<file path="src/rtl/apb_requester.sv">
// APB4 requester: turns single-beat valid/ready commands into SETUP/ACCESS transfers, one at a time.
// Optional ACCESS-phase timeout abort is enabled by defining APB_REQ_TIMEOUT_EN.
module apb_requester #(
    parameter int APB_AW         = 12,
    parameter int APB_DW         = 32,
    parameter int TIMEOUT_CYCLES = 255
) (
    input  logic                clk_in,
    input  logic                rst,
    input  logic                req_valid,
    output logic                req_ready,
    input  logic                req_write,
    input  logic [APB_AW-1:0]   req_addr,
    input  logic [APB_DW-1:0]   req_wdata,
    input  logic [APB_DW/8-1:0] req_strb,
    output logic                rsp_valid,
    input  logic                rsp_ready,
    output logic [APB_DW-1:0]   rsp_rdata,
    output logic                rsp_err,
    output logic                busy,
    output logic [APB_AW-1:0]   PADDR,
    output logic                PSEL,
    output logic                PENABLE,
    output logic                PWRITE,
    output logic [APB_DW-1:0]   PWDATA,
    output logic [APB_DW/8-1:0] PSTRB,
    input  logic [APB_DW-1:0]   PRDATA,
    input  logic                PREADY,
    input  logic                PSLVERR
);
    localparam int SW = APB_DW / 8;

    typedef enum logic [1:0] {IDLE, SETUP, ACCESS, RESP} state_e;

    state_e            state_q, state_d;
    logic              req_ready_q, req_ready_d;
    logic              psel_q, psel_d, penable_q, penable_d, pwrite_q, pwrite_d;
    logic [APB_AW-1:0] paddr_q, paddr_d;
    logic [APB_DW-1:0] pwdata_q, pwdata_d;
    logic [SW-1:0]     pstrb_q, pstrb_d;
    logic              rsp_valid_q, rsp_valid_d, rsp_err_q, rsp_err_d;
    logic [APB_DW-1:0] rsp_rdata_q, rsp_rdata_d;

`ifdef APB_REQ_TIMEOUT_EN
    localparam int CW_RAW = $clog2(TIMEOUT_CYCLES + 1);
    localparam int CW     = (CW_RAW < 8) ? 8 : ((CW_RAW > 32) ? 32 : CW_RAW);
    localparam logic [CW-1:0] TO_LIM = CW'(TIMEOUT_CYCLES);

    logic [CW-1:0] cnt_q, cnt_d;
    logic          to_hit;

    assign to_hit = (cnt_q + CW'(1)) == TO_LIM;

    always_comb begin
        cnt_d = cnt_q;
        if (state_q == SETUP)
            cnt_d = '0;
        else if (state_q == ACCESS && !PREADY)
            cnt_d = cnt_q + CW'(1);
    end

    always_ff @(posedge clk_in or negedge rst) begin
        if (!rst) cnt_q <= '0;
        else      cnt_q <= cnt_d;
    end
`endif

    always_comb begin
        state_d     = state_q;
        psel_d      = psel_q;
        penable_d   = penable_q;
        pwrite_d    = pwrite_q;
        paddr_d     = paddr_q;
        pwdata_d    = pwdata_q;
        pstrb_d     = pstrb_q;
        rsp_valid_d = rsp_valid_q;
        rsp_err_d   = rsp_err_q;
        rsp_rdata_d = rsp_rdata_q;
        case (state_q)
            IDLE: if (req_valid && req_ready_q) begin
                state_d   = SETUP;
                psel_d    = 1'b1;
                penable_d = 1'b0;
                pwrite_d  = req_write;
                paddr_d   = req_addr;
                pwdata_d  = req_write ? req_wdata : '0;
                pstrb_d   = req_write ? req_strb  : '0;
            end
            SETUP: begin
                state_d   = ACCESS;
                penable_d = 1'b1;
            end
            ACCESS: begin
                // PREADY takes priority over a timeout expiring in the same cycle
                if (PREADY) begin
                    state_d     = RESP;
                    psel_d      = 1'b0;
                    penable_d   = 1'b0;
                    rsp_valid_d = 1'b1;
                    rsp_err_d   = PSLVERR;
                    rsp_rdata_d = pwrite_q ? '0 : PRDATA;
                end
`ifdef APB_REQ_TIMEOUT_EN
                else if (to_hit) begin
                    state_d     = RESP;
                    psel_d      = 1'b0;
                    penable_d   = 1'b0;
                    rsp_valid_d = 1'b1;
                    rsp_err_d   = 1'b1;
                    rsp_rdata_d = '0;
                end
`endif
            end
            RESP: if (rsp_ready) begin
                state_d     = IDLE;
                rsp_valid_d = 1'b0;
            end
            default: state_d = IDLE;
        endcase
        req_ready_d = (state_d == IDLE);
    end

    always_ff @(posedge clk_in or negedge rst) begin
        if (!rst) begin
            state_q     <= IDLE;
            req_ready_q <= 1'b0;
            psel_q      <= 1'b0;
            penable_q   <= 1'b0;
            pwrite_q    <= 1'b0;
            paddr_q     <= '0;
            pwdata_q    <= '0;
            pstrb_q     <= '0;
            rsp_valid_q <= 1'b0;
            rsp_err_q   <= 1'b0;
            rsp_rdata_q <= '0;
        end else begin
            state_q     <= state_d;
            req_ready_q <= req_ready_d;
            psel_q      <= psel_d;
            penable_q   <= penable_d;
            pwrite_q    <= pwrite_d;
            paddr_q     <= paddr_d;
            pwdata_q    <= pwdata_d;
            pstrb_q     <= pstrb_d;
            rsp_valid_q <= rsp_valid_d;
            rsp_err_q   <= rsp_err_d;
            rsp_rdata_q <= rsp_rdata_d;
        end
    end

    assign req_ready = req_ready_q;
    assign busy      = (state_q != IDLE);
    assign PSEL      = psel_q;
    assign PENABLE   = penable_q;
    assign PWRITE    = pwrite_q;
    assign PADDR     = paddr_q;
    assign PWDATA    = pwdata_q;
    assign PSTRB     = pstrb_q;
    assign rsp_valid = rsp_valid_q;
    assign rsp_err   = rsp_err_q;
    assign rsp_rdata = rsp_rdata_q;
endmodule
</file>
<file path="config.mk">
export PLATFORM = sky130hd
export DESIGN_NAME = apb_requester
export DESIGN_NICKNAME = d
export VERILOG_FILES = /design/src/rtl/apb_requester.sv
export SDC_FILE = /design/constraint.sdc
export NUM_CORES = 1
export LEC_CHECK = 0
export BUFFER_PORTS_ARGS = -buffer_cell sky130_fd_sc_hd__buf_2
export CORE_AREA = 2 2 116 118
export DETAILED_ROUTE_END_ITERATION = 10
export DIE_AREA = 0 0 118 120
export HOLD_SLACK_MARGIN = 0.08
export SKIP_CTS_REPAIR_TIMING = 1
export SYNTH_ARGS = -nofsm -noshare
export SYNTH_HDL_FRONTEND = slang
export SYNTH_SLANG_ARGS = --single-unit
</file>
<file path="constraint.sdc">
create_clock -name clk_in -period 1.55 [get_ports clk_in]
set_input_delay 0.155 -clock clk_in [delete_from_list [all_inputs] [get_ports clk_in]]
set_output_delay 0.155 -clock clk_in [all_outputs]
set_load 0.005 [all_outputs]
</file>
==> impl_results.md, run 1 <==
- Result of the run: complete, no violations
- Ratio of total power to cell area: 1694 nW/µm²
- Maximum fanout along the worst path: 20
- Number of sinks on the clock net: 88
- Total via count after detailed routing: 2980
- Wire length after detailed routing: 9.263 mm
- Power after layout: 9.471 mW
- Avg Vias per Cell: 4.239
- TritonCTS buffer count: 9
- Average wire per standard cell: 13.18 µm
- Number of nets produced by synthesis: 395
- Register-to-register setup slack: 100 ps
- Overall track demand over capacity in global routing: 13.00%
- First-pass iteration count of the detailed router: 5
- Kind of end point of the critical path: register
- Worst path arrival time: 1680 ps
- Area Overhead vs Synth: 46.01%
- Number of antenna violations at the first check in global routing: 0
- Final period demand of the worst path: 1454 ps
- Overall die width: 118 µm
- Standard-cell rows: 42
- Setup crit start kind: register
- Ordered cell list for the critical path: and4bb_4 > buf_12 > mux2_2
- Mean instance size in the synthesized netlist: 12.43 µm²
- Initial core utilization: 29.50%
- Global route total overflow: 0
- Post-route setup TNS: 0 ps
- Final setup vio count: 0
- Max Buffers Root-to-Sink: 2
- Fin worst setup slack: 95.55 ps
- Port Buffer Count: 173
- Worst Path Required: 1770 ps
- # Max-Cap Violations: 0
- Period utilization: 93.84%
- Fmax: 0.6875 GHz
- Root Buffer: sky130_fd_sc_hd__clkbuf_16
- Transition at the pin with the smallest max-transition slack: 483.5 ps
- Total placed instance area: 4979 µm²
- Netlist area before placement: 3829 µm²
- Violation count after the first detailed-routing iteration: 111
- Area share of the leading cell type in the synthesized netlist: 57.52%
- RSZ-0062 raised after global routing: false
- Floorplan die area: 14160 µm²
- Number of warnings issued by yosys: 0
- Dominant synthesized flop cell: sky130_fd_sc_hd__dfrtp_1
- Post-route standard cell area excluding fillers: 5590 µm²
- Area of the core: 12980 µm²
- Post-route clock skew: 5.926 ps
- Post-synth EDFFs: 0
- Cell leakage power: 2.822 nW
- Top cells by area in the synthesized netlist: sky130_fd_sc_hd__dfrtp_1 58%, sky130_fd_sc_hd__mux2_2 10%, sky130_fd_sc_hd__mux2i_1 9.4%
- Post-synthesis async set-or-reset flop share: 100.0%
- Number of flip-flops and latches in the synthesized netlist: 88
- Final cell count without fillers: 703
- H-tree level count: 3
- Most common cell after layout, fill and taps aside: sky130_fd_sc_hd__buf_2
- Clk slew on worst S/H paths: 60 ps
- Critical path class: reg -> reg
- Commonest non-fill, non-tap cells in the layout: 172 x sky130_fd_sc_hd__buf_2, 88 x sky130_fd_sc_hd__dfrtp_1, 40 x sky130_fd_sc_hd__inv_1, 37 x sky130_fd_sc_hd__nand2_1, 36 x sky130_fd_sc_hd__mux2i_1
- ANT cells: 0
- Final ANT Viol Nets: 0
- Number of instances in the placed design: 654
- Number of global-route vias before repair: 2914
- Final HPWL DP: 6.327 mm
- Peak ir drop on the vdd network: 0.0005857 V
- Slowest Stage Delay on Critical Path: 420 ps
- Clock network latency to the later pin of the worst-skew pair: 340 ps
- Clock tree from TritonCTS: built
- Final estimated routing congestion in global placement: 0.7840
- Worst slack, placed: 48.77 ps
- Maximum number of pins on one net before global-route repair: 89
- Hold crit path type: in -> reg
- Wire length of the first global-routing pass: 14.48 mm
- Number of inserted filler cells in the final layout: 1254
- Hold Violations, Final: 0
- Count of distinct cell types in the synthesized netlist: 22
- Max transition margin: 67.77%
- Share of post-route cells with drive strength above 1: 46.87%
- Sequential area share after synthesis: 57.52%
- Post-synthesis instance total: 308
- DRC errors left: 0
- Die height: 120 µm
- Number of top-level pins: 174
- Cell taking the most area after synthesis: sky130_fd_sc_hd__dfrtp_1
- Post-layout nets: 610
- Max-slew violation total from the final report: 0
- Slowest cell on the critical path: sky130_fd_sc_hd__dfrtp_1
[worst max-delay path, delay by kind of cell, from the launching register on]
kind | cells | cell delay (ps)
and+or+nand+nor | 1 | 390
muxes | 1 | 340
DFF | 1 | 420
buffers and inverters | 1 | 190
[final cells by class]
cell class	count	area (µm²)	area share (%)
clock buffers	15	267.8	4.790
inverters	40	150.1	2.686
multi-input cells	163	1358	24.28
flip-flops and latches	88	2202	39.39
well taps	176	220.2	3.939
repair buffers	221	1393	24.91
[synthesized netlist by cell type (4+ instances only)]
library cell,number
sky130_fd_sc_hd__buf_4,4
sky130_fd_sc_hd__buf_6,6
sky130_fd_sc_hd__clkbuf_1,7
sky130_fd_sc_hd__dfrtp_1,88
sky130_fd_sc_hd__inv_1,40
sky130_fd_sc_hd__mux2_2,35
sky130_fd_sc_hd__mux2_4,11
sky130_fd_sc_hd__mux2i_1,36
sky130_fd_sc_hd__nand2_1,37
sky130_fd_sc_hd__nor2b_1,32
[routing by layer]
metal / wire (µm) / vias to the layer above / track usage, %
met5: 0 / - / 0
met4: 91 / 0 / 4.744
met3: 599 / 8 / 4.658
met2: 4556 / 119 / 20.82
met1: 4015 / 1438 / 16.19
li1: - / 1415 / -
[final timing paths]
kind,start,to,depth (start not counted)
setup / recovery,state_q[0],PADDR[1],3
setup reg to reg,state_q[0],PADDR[1],3
hold / removal,req_strb[1],PSTRB[1],3
max in group asynchronous,rst,PWDATA[13],3
hold reg to reg,rsp_rdata[7],rsp_rdata[7],1
min in group asynchronous,rst,rsp_rdata[16],3
[through the flow]
| step | utilization [%] | hold WS, ps |
|---|---|---|
| 2_1_floorplan | - | -140.6 |
| 3_3_place_gp | 38.36 | 232.2 |
| 4_1_cts | 40.42 | -134.4 |
| 3_5_place_dp | 38.36 | 242.9 |
| 6_report | 43.07 | 68.15 |
| 5_1_grt | 43.07 | 80.42 |
[sequential cells by signal, summed over array words and instances (netlist names), 2 cells and up]
name,cells
PADDR,12
PSTRB,4
PWDATA,32
rsp_rdata,32
state_q,2
[logic make-up after synthesis]
logic type	share of synthesized area, %
flops	57.52
simple gates	9.804
compound gates	1.503
buf+inv	7.157
mux	24.02
[power by group]
group,internal [mW],switching (mW),total (mW),leakage (nW)
combinational,2.00,1.49,3.49,1.62
sequential,3.40,0.583,3.98,1.07
clock,1.17,0.828,2.00,0.130
total,6.57,2.91,9.47,2.82
Power figures use the tool's default switching activity.
==> run 2, diff against run 1 <==
Settings changed: GPL_ROUTABILITY_DRIVEN set to 1, RECOVER_POWER set to 100.
==> impl_results.md, run 2 (same netlist as run 1, synthesis figures left out) <==
- Worst path arrival time: 1670 ps (about the same)
- Cell leakage power: 2.663 nW (-5.6%)
- Port Buffer Count: 173 (unchanged)
- Hold crit path type: in -> reg
- End of the critical path: PADDR[10]
- Period utilization: 93.74% (about the same)
- Share of post-route cells with drive strength above 1: 36.81% (-10 points)
- Post-route standard cell area excluding fillers: 5475 µm² (-2.1%)
- Wire length of the first global-routing pass: 14.48 mm (unchanged)
- Register-to-register setup slack: 100 ps (about the same)
- Setup crit start kind: register
- Average wire per standard cell: 13.11 µm (-0.52%)
- Final HPWL DP: 6.327 mm (unchanged)
- Area of the core: 12980 µm² (unchanged)
- Startpoint of the most critical register-to-register path: state_q[0]
- Number of inserted filler cells in the final layout: 1291 (+3.0%)
- Final ANT Viol Nets: 0 (unchanged)
- Standard-cell rows: 42 (unchanged)
- Commonest non-fill, non-tap cells in the layout: 131 x sky130_fd_sc_hd__buf_2, 88 x sky130_fd_sc_hd__dfrtp_1, 42 x sky130_fd_sc_hd__clkbuf_1, 40 x sky130_fd_sc_hd__inv_1, 37 x sky130_fd_sc_hd__nand2_1
- Result of the run: complete, no violations
- Overall die width: 118 µm (unchanged)
- Transition at the pin with the smallest max-transition slack: 808.8 ps (+325.3 ps)
- ANT cells: 0 (unchanged)
- Kind of end point of the critical path: register
- Total via count after detailed routing: 2961 (-0.64%)
- Peak ir drop on the vdd network: 0.0005853 V (about the same)
- RSZ-0062 raised after global routing: false
- Die height: 120 µm (unchanged)
- Post-route setup TNS: 0 ps (unchanged)
- Ratio of total power to cell area: 1679 nW/µm² (-0.88%)
- Depth of the worst register-to-register path: 3 (unchanged)
- Clock network latency to the later pin of the worst-skew pair: 340 ps (about the same)
- Number of antenna violations at the first check in global routing: 0 (unchanged)
- Maximum number of pins on one net before global-route repair: 89 (unchanged)
- Hold Violations, Final: 0 (unchanged)
- Avg Vias per Cell: 4.212 (-0.64%)
- Final period demand of the worst path: 1453 ps (-1.425 ps)
- Initial core utilization: 29.50% (unchanged)
- Fmax: 0.6882 GHz (about the same)
- Number of top-level pins: 174 (unchanged)
- H-tree level count: 3 (unchanged)
- Post-layout nets: 610 (unchanged)
- Maximum fanout along the worst path: 20 (unchanged)
- Overall track demand over capacity in global routing: 13.00% (unchanged)
- Area Overhead vs Synth: 43.01%
- Most common cell after layout, fill and taps aside: sky130_fd_sc_hd__buf_2
- Critical path class: reg -> reg
- TritonCTS buffer count: 9 (unchanged)
- Total placed instance area: 4979 µm² (unchanged)
- Violation count after the first detailed-routing iteration: 105 (-5.4%)
- Startpoint of the worst setup timing path: state_q[0]
- Worst slack, placed: 48.77 ps (unchanged)
- Final estimated routing congestion in global placement: 0.7840 (unchanged)
- DRC errors left: 0 (unchanged)
- Number of global-route vias before repair: 2914 (unchanged)
- Clk slew on worst S/H paths: 60 ps (about the same)
- FF-to-FF End: PADDR[10]
- Worst Path Required: 1770 ps (about the same)
- Root Buffer: sky130_fd_sc_hd__clkbuf_16
- Number of sinks on the clock net: 88 (unchanged)
- Max-slew violation total from the final report: 0 (unchanged)
- Max transition margin: 46.08% (-22 points)
- Floorplan die area: 14160 µm² (unchanged)
- Global route total overflow: 0 (unchanged)
- # Max-Cap Violations: 0 (unchanged)
- Post-route clock skew: 5.373 ps (-0.5530 ps)
- Clock tree from TritonCTS: built
- Wire length after detailed routing: 9.215 mm (-0.52%)
- Fin worst setup slack: 96.98 ps (+1.425 ps)
- Max Buffers Root-to-Sink: 2 (unchanged)
- First-pass iteration count of the detailed router: 4 (-1)
- Power after layout: 9.194 mW (-2.9%)
- Final setup vio count: 0 (unchanged)
[run 2: worst min-delay path by stage]
stage / endpoint / slack [ps] / cells after the start / startpoint
after global placement: rsp_rdata[15] / 230 / 2 / rst
after floorplan: PADDR[0] / -140 / 0 / rst
after global routing: PWDATA[26] / 80 / 3 / req_wdata[26]
after detailed placement: rsp_rdata[16] / 240 / 2 / rst
after CTS: rsp_rdata[16] / -130 / 2 / rst
final: PSTRB[1] / 70 / 3 / req_strb[1]
[run 2: critical path, stage by stage (launching register included)]
cell and delay (ps):
sky130_fd_sc_hd__dfrtp_1 420, sky130_fd_sc_hd__and4bb_4 390, sky130_fd_sc_hd__buf_12 180, sky130_fd_sc_hd__mux2_1 340
[run 2: layer usage]
layer	part of all wire [%]	vias up	track usage (%)
met5	0	-	0
met4	1.6	0	4.744
met3	6.3	13	4.658
met2	49	119	20.82
met1	43	1416	16.19
li1	-	1413	-
[run 2: metrics by stage]
| step | hold slack (ps) | std cells | utilization [%] |
|---|---|---|---|
| 2_1_floorplan | -140.6 | 308 | - |
| 3_3_place_gp | 232.2 | 654 | 38.36 |
| 3_5_place_dp | 242.9 | 654 | 38.36 |
| 4_1_cts | -134.4 | 669 | 40.42 |
| 5_1_grt | 80.43 | 703 | 42.18 |
| 6_report | 66.07 | 703 | 42.18 |
[run 2: final cells by class]
class / instances / area, µm² / area share [%]
tap: 176 / 220.2 / 4.022
inverter: 40 / 150.1 / 2.742
clock buffer: 15 / 267.8 / 4.890
timing repair buffer: 221 / 1320 / 24.11
sequential: 88 / 2202 / 40.22
multi-input combinational: 163 / 1315 / 24.02
[run 2: where the power goes]
group	leakage, nW	internal, mW	switching [mW]
Sequential	1.07	3.40	0.582
Combinational	1.46	1.72	1.49
Clock	0.130	1.17	0.835
Total	2.66	6.28	2.91
==> run 3, diff against run 2 <==
Settings changed: ABC_AREA set to 1, CORE_AREA 2 2 116 118 to 2 2 112 114, DIE_AREA 0 0 118 120 to 0 0 114 116.
==> impl_results.md, run 3 <==
- Result of the run: complete, no violations
- Ratio of total power to cell area: 1869 nW/µm² (+11%)
- ANT cells: 0 (unchanged)
- Clk slew on worst S/H paths: 60 ps (about the same)
- Maximum number of pins on one net before global-route repair: 63 (-29%)
- Startpoint of the most critical register-to-register path: state_q[1]
- Most frequent cell after synthesis: sky130_fd_sc_hd__nand2_1
- Total net switching power: 3.241 mW (+11%)
- Root Buffer: sky130_fd_sc_hd__clkbuf_16
- Number of sinks on the clock net: 88 (unchanged)
- H-tree level count: 3 (unchanged)
- Initial core utilization: 29.55% (+0.052 points)
- Average wire per standard cell: 12.79 µm (-2.4%)
- Port Buffer Count: 173 (unchanged)
- Max-slew violation total from the final report: 0 (unchanged)
- Final HPWL DP: 6.601 mm (+4.3%)
- Commonest non-fill, non-tap cells in the layout: 174 x sky130_fd_sc_hd__nand2_1, 122 x sky130_fd_sc_hd__buf_2, 87 x sky130_fd_sc_hd__dfrtp_1, 67 x sky130_fd_sc_hd__o21ai_0, 53 x sky130_fd_sc_hd__clkbuf_1
- Proportion of power drawn by combinational gates: 32.4% (-2.5 points)
- First-pass iteration count of the detailed router: 6 (+2)
- Standard-cell rows: 40 (-4.8%)
- Final setup vio count: 0 (unchanged)
- List of most frequent post-synthesis cells: 174 x sky130_fd_sc_hd__nand2_1, 88 x sky130_fd_sc_hd__dfrtp_1, 59 x sky130_fd_sc_hd__o21ai_0
- Area share of the leading cell type in the synthesized netlist: 62.57% (+5.1 points)
- Sequential area share after synthesis: 62.57% (+5.1 points)
- Total via count after detailed routing: 3221 (+8.8%)
- Buffers plus inverters on the worst setup path: 3 (+2)
- TritonCTS buffer count: 9 (unchanged)
- Hold crit path type: in -> reg
- Number of flip-flops and latches in the synthesized netlist: 88 (unchanged)
- Internal: 5.963 mW (-5.1%)
- Clock share of power: 24.0% (+2.2 points)
- Final estimated routing congestion in global placement: 0.7675 (-2.1%)
- Wire length after detailed routing: 9.287 mm (+0.78%)
- Post-synth EDFFs: 0 (unchanged)
- Overall die width: 114 µm (-3.4%)
- FF-to-FF End: PWDATA[22]
- Period utilization: 93.17% (-0.57 points)
- Clock tree from TritonCTS: built
- Max transition margin: 34.04% (-12 points)
- Number of top-level pins: 174 (unchanged)
- Share of post-route cells with drive strength above 1: 25.91% (-11 points)
- Kind of end point of the critical path: output pin
- Fmax: 0.6924 GHz (+0.61%)
- RSZ-0062 raised after global routing: false
- Number of global-route vias before repair: 2880 (-1.2%)
- Cell leakage power: 2.576 nW (-3.3%)
- Power after layout: 9.204 mW (+0.10%)
- Global route total overflow: 0 (unchanged)
- Post-layout nets: 661 (+8.4%)
- Area Overhead vs Synth: 39.89%
- Maximum fanout along the worst path: 14 (-30%)
- Post-synthesis instance total: 386 (+25%)
- Number of logic stages on the critical path including buffering: 4 (+1)
- Transition at the pin with the smallest max-transition slack: 989.4 ps (+180.7 ps)
- Final ANT Viol Nets: 0 (unchanged)
- Switching power share of the total: 35.21% (+3.6 points)
- End of the critical path: busy
- Critical path class: reg -> out
- Register-to-register setup slack: 160 ps (+60 ps)
- Slowest cell on the critical path: sky130_fd_sc_hd__dfrtp_2
- Die height: 116 µm (-3.3%)
- Number of warnings issued by yosys: 0 (unchanged)
- Number of nets produced by synthesis: 473 (+20%)
- Netlist area before placement: 3520 µm² (-8.1%)
- Most common cell after layout, fill and taps aside: sky130_fd_sc_hd__nand2_1
- Worst path arrival time: 1290 ps (-380 ps)
- Worst Path Required: 1390 ps (-380 ps)
- Final period demand of the worst path: 1444 ps (-8.862 ps)
- Wire length of the first global-routing pass: 14.39 mm (-0.57%)
- Dominant synthesized flop cell: sky130_fd_sc_hd__dfrtp_1
- Floorplan die area: 13220 µm² (-6.6%)
- Setup crit start kind: register
- Startpoint of the worst setup timing path: state_q[1]
- Mean instance size in the synthesized netlist: 9.118 µm² (-27%)
- Fraction of power consumed by sequential logic: 43.6% (+0.3 points)
- Clock network latency to the later pin of the worst-skew pair: 340 ps (about the same)
- Number of antenna violations at the first check in global routing: 0 (unchanged)
- Post-synthesis async set-or-reset flop share: 100.0% (unchanged)
- Hold Violations, Final: 0 (unchanged)
- Ordered cell list for the critical path: nor2_4 > buf_6 > inv_1 > buf_2
- Peak ir drop on the vdd network: 0.0006598 V (+13%)
- Area of the core: 11910 µm² (-8.2%)
- Cell taking the most area after synthesis: sky130_fd_sc_hd__dfrtp_1
- Avg Vias per Cell: 4.437 (+5.3%)
- Slowest Stage Delay on Critical Path: 450 ps (+30 ps)
- DRC errors left: 0 (unchanged)
- Count of distinct cell types in the synthesized netlist: 16 (-27%)
- Max Buffers Root-to-Sink: 2 (unchanged)
- Violation count after the first detailed-routing iteration: 202 (+92%)
- Post-route clock skew: 6.266 ps (+0.8932 ps)
- Top cells by area in the synthesized netlist: sky130_fd_sc_hd__dfrtp_1 63%, sky130_fd_sc_hd__nand2_1 19%, sky130_fd_sc_hd__o21ai_0 8.4%
- Overall track demand over capacity in global routing: 13.92% (+0.92 points)
- # Max-Cap Violations: 0 (unchanged)
- Depth of the worst register-to-register path: 5 (+2)
- Largest delay share family, worst path: flip-flops
- Post-route setup TNS: 0 ps (unchanged)
-- run 3: routing by layer --
layer / up-vias / part of all wire [%] / global-route usage, %
met5: - / 0 / 0
met4: 0 / 0.93 / 4.634
met3: 7 / 9.3 / 5.544
met2: 148 / 43 / 20.99
met1: 1468 / 46 / 18.37
li1: 1598 / - / -
-- run 3: worst min-delay path by stage --
stage / startpoint / to / slack (ps) / cells after the start
after CTS: rst / rsp_rdata[24] / -200 / 2
after global routing: req_wdata[9] / PWDATA[9] / 80 / 3
after floorplan: rst / PADDR[0] / -140 / 0
after global placement: rst / rsp_rdata[20] / 160 / 2
after detailed placement: rst / rsp_rdata[17] / 160 / 2
final: req_addr[9] / PADDR[9] / 50 / 3
-- run 3: area by class of cell --
| type | count | area [µm²] |
|---|---|---|
| multi-input cells | 265 | 1124 |
| fillers | 1237 | 6988 |
| clock inverters | 6 | 67.56 |
| repair buffers | 202 | 1076 |
| well taps | 147 | 183.9 |
| clock buffers | 10 | 239.0 |
| inverters | 8 | 30.03 |
| flip-flops and latches | 88 | 2203 |
-- run 3: cells by family after synthesis --
kind of cell,share of synthesized area [%]
simple gates,22.15
flops,62.57
compound gates,10.45
buf+inv,4.835
-- run 3: power groups by stage --
stage	logic (mW)	registers (mW)	clock network, mW
CTS	3.23	4.00	2.28
detailed placement	3.23	4.02	0
global route	3.47	4.17	2.39
finish	2.99	4.01	2.21
global placement	3.16	3.98	0
floorplan	1.49	4.08	0
-- run 3: stage by stage --
step                utilization [%]  std cells  hold WS [ps]  cell area, µm²  setup WS [ps]
finish                        41.33        726         53.93            4923          105.8
global route                  41.33        726         80.66            4923          16.56
CTS                           40.72        707        -200.4            4851          12.98
detailed placement            38.15        691         162.8            4544          225.5
global placement              38.15        691         163.6            4544          277.1
floorplan                         -        386        -140.6            3520          362.6
-- run 3: worst reg2reg max path: stages, from the launching register on --
cell and delay [ps]:
sky130_fd_sc_hd__dfrtp_2 450, sky130_fd_sc_hd__nor2_4 160, sky130_fd_sc_hd__nand2_4 60, sky130_fd_sc_hd__clkbuf_4 330
sky130_fd_sc_hd__nand2_1 170, sky130_fd_sc_hd__o21ai_0 90
